<file path="src/rtl/mem_arbiter_if.sv">
// mem_arbiter_if: bundles the requester-side (fetch and data) and memory-side
// handshake signals of the single-port memory arbiter.
//   slave  : arbiter view (takes requests, drives memory and completions)
//   master : environment view (datapath requesters plus memory model)
interface mem_arbiter_if #(
  parameter int unsigned WIDTH = 16
);
  // Instruction-fetch port
  logic             iReq;
  logic [WIDTH-1:0] iAddr;
  logic [WIDTH-1:0] iRdata;
  logic             iValid;
  // Data (load/store) port
  logic             dMemRd;
  logic             dMemWr;
  logic [WIDTH-1:0] dAddr;
  logic [WIDTH-1:0] dWdata;
  logic [WIDTH-1:0] dRdata;
  logic             dValid;
  // Memory handshake
  logic             memReq;
  logic             memWe;
  logic [WIDTH-1:0] memAddr;
  logic [WIDTH-1:0] memWdata;
  logic [WIDTH-1:0] memRdata;
  logic             memAck;
  // Pipeline stalls
  logic             stallF;
  logic             stallM;

  modport slave (
    input  iReq, iAddr, dMemRd, dMemWr, dAddr, dWdata, memRdata, memAck,
    output iRdata, iValid, dRdata, dValid, memReq, memWe, memAddr, memWdata, stallF, stallM
  );

  modport master (
    output iReq, iAddr, dMemRd, dMemWr, dAddr, dWdata, memRdata, memAck,
    input  iRdata, iValid, dRdata, dValid, memReq, memWe, memAddr, memWdata, stallF, stallM
  );
endinterface

</file>
<file path="src/rtl/mem_arbiter.sv">
// mem_arbiter: serialises instruction fetches and data accesses onto one
// variable-latency memory port. Data has priority over fetch. A port whose
// completion pulse is high this cycle is not re-arbitrated in that cycle.
// Optional build macro MEM_ARB_STARVE_GUARD_EN: after STARVE_LIMIT consecutive
// data grants with a fetch waiting, the next IDLE decision goes to the fetch.
// STARVE_LIMIT must be >= 1 when the guard is built.
module mem_arbiter #(
  parameter int unsigned WIDTH        = 16,
  parameter int unsigned STARVE_LIMIT = 4
) (
  input logic          clk,
  input logic          reset,
  mem_arbiter_if.slave bus
);

  localparam logic [1:0] IDLE   = 2'd0;
  localparam logic [1:0] BUSY_I = 2'd1;
  localparam logic [1:0] BUSY_D = 2'd2;

  logic [1:0]       r_state;
  logic             r_mem_req;
  logic             r_mem_we;
  logic [WIDTH-1:0] r_mem_addr;
  logic [WIDTH-1:0] r_mem_wdata;
  logic [WIDTH-1:0] r_i_rdata;
  logic [WIDTH-1:0] r_d_rdata;
  logic             r_i_valid;
  logic             r_d_valid;

  logic w_d_req;
  logic w_d_pend;
  logic w_i_pend;
  logic w_starve_hit;
  logic w_grant_d;
  logic w_grant_i;

  // Pending requests exclude the one completing this cycle.
  assign w_d_req   = bus.dMemRd | bus.dMemWr;
  assign w_d_pend  = w_d_req & ~r_d_valid;
  assign w_i_pend  = bus.iReq & ~r_i_valid;
  assign w_grant_d = (r_state == IDLE) & w_d_pend & ~(w_starve_hit & w_i_pend);
  assign w_grant_i = (r_state == IDLE) & w_i_pend & ~w_grant_d;

`ifdef MEM_ARB_STARVE_GUARD_EN
  localparam int unsigned CNT_W = $clog2(STARVE_LIMIT + 1);

  logic [CNT_W-1:0] r_starve_cnt;

  assign w_starve_hit = (r_starve_cnt == CNT_W'(STARVE_LIMIT));

  // Count data grants made while a fetch waits; saturate at the limit.
  always_ff @(posedge clk) begin
    if (reset) begin
      r_starve_cnt <= '0;
    end else if (!bus.iReq || w_grant_i) begin
      r_starve_cnt <= '0;
    end else if (w_grant_d && !w_starve_hit) begin
      r_starve_cnt <= r_starve_cnt + 1'b1;
    end
  end
`else
  assign w_starve_hit = 1'b0;
`endif

  // Arbitration FSM: latch the granted request, hold it until memAck.
  always_ff @(posedge clk) begin
    if (reset) begin
      r_state     <= IDLE;
      r_mem_req   <= 1'b0;
      r_mem_we    <= 1'b0;
      r_mem_addr  <= '0;
      r_mem_wdata <= '0;
      r_i_rdata   <= '0;
      r_d_rdata   <= '0;
      r_i_valid   <= 1'b0;
      r_d_valid   <= 1'b0;
    end else begin
      r_i_valid <= 1'b0;
      r_d_valid <= 1'b0;
      case (r_state)
        IDLE: begin
          if (w_grant_d) begin
            r_mem_req   <= 1'b1;
            // Read and write together is treated as a load.
            r_mem_we    <= bus.dMemWr & ~bus.dMemRd;
            r_mem_addr  <= bus.dAddr;
            r_mem_wdata <= bus.dWdata;
            r_state     <= BUSY_D;
          end else if (w_grant_i) begin
            r_mem_req  <= 1'b1;
            r_mem_we   <= 1'b0;
            r_mem_addr <= bus.iAddr;
            r_state    <= BUSY_I;
          end
        end
        BUSY_I: begin
          if (bus.memAck) begin
            r_mem_req <= 1'b0;
            r_i_rdata <= bus.memRdata;
            r_i_valid <= 1'b1;
            r_state   <= IDLE;
          end
        end
        BUSY_D: begin
          if (bus.memAck) begin
            r_mem_req <= 1'b0;
            if (!r_mem_we) begin
              r_d_rdata <= bus.memRdata;
            end
            r_d_valid <= 1'b1;
            r_state   <= IDLE;
          end
        end
        default: r_state <= IDLE;
      endcase
    end
  end

  assign bus.memReq   = r_mem_req;
  assign bus.memWe    = r_mem_we;
  assign bus.memAddr  = r_mem_addr;
  assign bus.memWdata = r_mem_wdata;
  assign bus.iRdata   = r_i_rdata;
  assign bus.iValid   = r_i_valid;
  assign bus.dRdata   = r_d_rdata;
  assign bus.dValid   = r_d_valid;
  assign bus.stallF   = bus.iReq & ~r_i_valid;
  assign bus.stallM   = w_d_req & ~r_d_valid;

endmodule
</file>
<file path="src/flat_wrapper.sv">
// flat-port wrapper written by rule: the top's interface ports become plain ports
module mem_arbiter_flat 
#(
  parameter int unsigned WIDTH        = 16,
  parameter int unsigned STARVE_LIMIT = 4
)
  (clk, reset, bus_iReq, bus_iAddr, bus_dMemRd, bus_dMemWr, bus_dAddr, bus_dWdata, bus_memRdata, bus_memAck, bus_iRdata, bus_iValid, bus_dRdata, bus_dValid, bus_memReq, bus_memWe, bus_memAddr, bus_memWdata, bus_stallF, bus_stallM);
  mem_arbiter_if #(.WIDTH(WIDTH)) bus_i ();
  input logic clk;
  input logic reset;
  input wire logic [$bits(bus_i.iReq)-1:0] bus_iReq;
  input wire logic [$bits(bus_i.iAddr)-1:0] bus_iAddr;
  input wire logic [$bits(bus_i.dMemRd)-1:0] bus_dMemRd;
  input wire logic [$bits(bus_i.dMemWr)-1:0] bus_dMemWr;
  input wire logic [$bits(bus_i.dAddr)-1:0] bus_dAddr;
  input wire logic [$bits(bus_i.dWdata)-1:0] bus_dWdata;
  input wire logic [$bits(bus_i.memRdata)-1:0] bus_memRdata;
  input wire logic [$bits(bus_i.memAck)-1:0] bus_memAck;
  output wire logic [$bits(bus_i.iRdata)-1:0] bus_iRdata;
  output wire logic [$bits(bus_i.iValid)-1:0] bus_iValid;
  output wire logic [$bits(bus_i.dRdata)-1:0] bus_dRdata;
  output wire logic [$bits(bus_i.dValid)-1:0] bus_dValid;
  output wire logic [$bits(bus_i.memReq)-1:0] bus_memReq;
  output wire logic [$bits(bus_i.memWe)-1:0] bus_memWe;
  output wire logic [$bits(bus_i.memAddr)-1:0] bus_memAddr;
  output wire logic [$bits(bus_i.memWdata)-1:0] bus_memWdata;
  output wire logic [$bits(bus_i.stallF)-1:0] bus_stallF;
  output wire logic [$bits(bus_i.stallM)-1:0] bus_stallM;
  assign bus_i.iReq = bus_iReq;
  assign bus_i.iAddr = bus_iAddr;
  assign bus_i.dMemRd = bus_dMemRd;
  assign bus_i.dMemWr = bus_dMemWr;
  assign bus_i.dAddr = bus_dAddr;
  assign bus_i.dWdata = bus_dWdata;
  assign bus_i.memRdata = bus_memRdata;
  assign bus_i.memAck = bus_memAck;
  assign bus_iRdata = bus_i.iRdata;
  assign bus_iValid = bus_i.iValid;
  assign bus_dRdata = bus_i.dRdata;
  assign bus_dValid = bus_i.dValid;
  assign bus_memReq = bus_i.memReq;
  assign bus_memWe = bus_i.memWe;
  assign bus_memAddr = bus_i.memAddr;
  assign bus_memWdata = bus_i.memWdata;
  assign bus_stallF = bus_i.stallF;
  assign bus_stallM = bus_i.stallM;
  mem_arbiter #(.WIDTH(WIDTH), .STARVE_LIMIT(STARVE_LIMIT)) u_core (.clk(clk), .reset(reset), .bus(bus_i));
endmodule
</file>
<file path="config.mk">
export PLATFORM = sky130hd
export DESIGN_NAME = mem_arbiter_flat
export DESIGN_NICKNAME = d
export VERILOG_FILES = /design/src/rtl/mem_arbiter_if.sv /design/src/rtl/mem_arbiter.sv /design/src/flat_wrapper.sv
export SDC_FILE = /design/constraint.sdc
export NUM_CORES = 1
export LEC_CHECK = 0
export CORE_MARGIN = 2
export CORE_UTILIZATION = 44
export DETAILED_ROUTE_END_ITERATION = 16
export PLACE_DENSITY = 0.94
export SYNTH_ARGS = -nofsm -noshare
export SYNTH_HDL_FRONTEND = slang
export SYNTH_SLANG_ARGS = --single-unit
</file>
<file path="constraint.sdc">
create_clock -name clk -period 4.6 [get_ports clk]
set_input_delay 0.46 -clock clk [delete_from_list [all_inputs] [get_ports clk]]
set_output_delay 0.46 -clock clk [all_outputs]
set_load 0.02 [all_outputs]
</file>
==> results.toml <==
[status]
status = "complete, no violations"

[flow_run]
timing.max_cap.violations = 0

[floorplanning]
start_util_pct = 45.9
floorplan.die.width_um = 85.6
placement_rows = 29
design.die.area_um2 = 7330
die_height_um = 85.6
floorplan.core_area_um2 = 6390
top_level_ports = 140

[logic_synthesis]
synth_top_cells_by_area = "sky130_fd_sc_hd__dfxtp_1 48%, sky130_fd_sc_hd__nand2_1 8.6%, sky130_fd_sc_hd__a21oi_1 8.5%"
netlist.top_cell.by_area = "sky130_fd_sc_hd__dfxtp_1"
synth.yosys.seq_area_share_pct = 47.8
synthesized_instance_count = 351
synthDistinctLibCells = 30
ys.warnings.count = 0
syn-num-nets = 425
synth_top_cell_area_share_pct = 47.8
post_synth_instance_area_um2 = 2930
synth.avg_cell_area_um2 = 8.36
synth-seq-cells = 70

[global_route]
initial_antenna_violation_count = 0
vias_in_the_first_global_route = 2880
grt_pass1_wl_um = 13800
global_route.overflow_total = 0
track_usage_pct = 23.3
grt_max_degree = 56

[route]
post_drt_wl_per_cell_um = 15.9
drc_errors = 0
total_wirelength_um = 8760
num_vias = 3041
routed_antenna_nets = 0
drt_first_iter_violations = 230
first_pass_iters = 4
avgViaCountPerCell = 5.52

[worst_setup_path]
timing.critical_path.fanout_max = 37
timing.reg2reg.setup_slack_ps = 2290
setup.worst_path.start = "bus_dMemRd"
kind_of_start_point_of_the_critical_path = "primary input"
crit_path_capture_type = "output pin"
critPathRequiredTime_ps = 4140
timing_worst_setup_path_type = "primary input to output pin"
arrival_ps = 2200
r2r-start = "u_core.r_state[1]"

[pwr]
power.total_mw = 1.73
power-per-cell-area_nw_per_um2 = 386
irDropWorstVdd_uv = 252
leakage_nw = 1.55

[worst_hold_path]
min_path_type = "register to register"
hold_path.startpoint = "u_core.bus.dRdata[7]"

[place]
hpwlAfterDp_um = 6040
port_buffer_count = 139
gpl.final_weighted_congestion = 0.792

[timing]
worst_case_headroom_to_the_max_slew_limit_pct = 39.4
tns_ps = 0
max_clock_freq_mhz = 375
worst_clock_skew_ps = 8.79
slew_viol_final = 0
layout_worst_path_cycle_share_pct = 57.9
rsz0062_at_grt = "no"
finalCriticalPeriod_ps = 2660
timing.final.setup_violations = 0
max_slew.worst_pin.slew_ps = 908
finalHoldViolations = 0

[clock_tree]
cts_tree = "done"
cts_sinks = 70
number_of_levels_the_h_tree_was_split_into = 3
cts_buffers = 9
cts-root-to-sink-buffers = 2
cts_setup_buffers = 0
clock_transition_at_the_registers_of_the_reported_paths_ps = 70
cts.root.buffer_cell = "sky130_fd_sc_hd__clkbuf_8"
post_cts.resized_instances = 0
hold_buffers = 0
insertion_delay_ps = 330

[cells_and_area]
share_of_layout_cells_above_drive_strength_1_pct = 6.12
most_common_library_cell_in_the_layout_ignoring_fill_and_taps = "sky130_fd_sc_hd__clkdlybuf4s50_1"
nets = 543
layout.cells.most_common_list = "138 x sky130_fd_sc_hd__clkdlybuf4s50_1, 70 x sky130_fd_sc_hd__dfxtp_1, 67 x sky130_fd_sc_hd__nand2_1"
diodes = 0
flow.area_growth_from_synthesis_pct = 52.5
area by class of cell:
type                            count  area, µm²
Fill cell                         490       1910
Timing Repair Buffer              142       1410
Sequential cell                    70       1400
Multi-Input combinational cell    238       1330
Clock buffer                       13        159
Tap cell                           77       96.3
Clock inverter                      3       42.5
Inverter                            8       30.0
logic make-up after synthesis:
kind of cell / count (synthesis) / synth area share [%]
DFF: 70 / 47.8
AOI/OAI and AO/OA: 121 / 26.7
buffers and inverters: 43 / 6.83
and+or+nand+nor: 113 / 17.0
adders and majority gates: 4 / 1.71
path summary, 6_finish.rpt:
path | depth (start not counted) | end
worst max register to register | 6 | u_core.bus.memAddr[5]
worst min register to register | 2 | u_core.bus.dRdata[7]
worst max-delay path | 4 | bus_stallM
worst min-delay path | 2 | u_core.bus.dRdata[7]
where the power goes:
| part | switching, mW | internal [mW] | leakage (nW) | total (mW) |
|---|---|---|---|---|
| sequential | 0.0351 | 0.670 | 0.573 | 0.705 |
| combinational | 0.284 | 0.232 | 0.875 | 0.516 |
| clock | 0.224 | 0.280 | 0.0996 | 0.504 |
Yosys cell counts, drive strengths merged:
library cell and instances:
dfxtp 70, nand2 67, a21oi 51, nand3 34, o21ai 32, clkbuf 18, a211oi 17, a311oi 17
buf 17, inv 8, ha 4, and3b 2, nand2b 2, nor2 2, a211o 1, a31oi 1
and2 1, nand3b 1, nand4 1, nand4b 1, nor3 1, o21bai 1, o32ai 1, or3 1
metal layers:
| layer | vias to the layer above | wire length (µm) | GRT usage [%] |
|---|---|---|---|
| li1 | 1478 | - | - |
| met1 | 1420 | 3780 | 30.5 |
| met2 | 131 | 3990 | 36.3 |
| met3 | 12 | 868 | 8.57 |
| met4 | 0 | 119 | 6.49 |
| met5 | - | 0 | 0 |
sequential cells by signal, indices dropped and copies added, names as in the netlist:
name                 count
u_core.bus.dRdata       16
u_core.bus.iRdata       16
u_core.bus.memAddr      16
u_core.bus.memWdata     16
u_core.r_state           2
u_core.bus.dValid        1
u_core.bus.iValid        1
u_core.bus.memReq        1
u_core.bus.memWe         1
stage by stage:
step	setup WS, ps	std cells	hold WS [ps]	util, %	instance area [µm²]
after floorplan	2980	351	514	-	2930
after global placement	1910	535	441	66.9	4270
after detailed placement	1930	535	448	66.9	4270
after CTS	1920	551	457	70.0	4470
after global routing	1790	551	471	70.0	4470
final	1940	551	457	70.0	4470
worst max-delay path: stages:
cell and delay [ps]:
sky130_fd_sc_hd__clkdlybuf4s50_1 460, sky130_fd_sc_hd__o21bai_4 630, sky130_fd_sc_hd__inv_2 70, sky130_fd_sc_hd__clkdlybuf4s50_1 560
No activity file was read; power rests on OpenSTA's default activity.
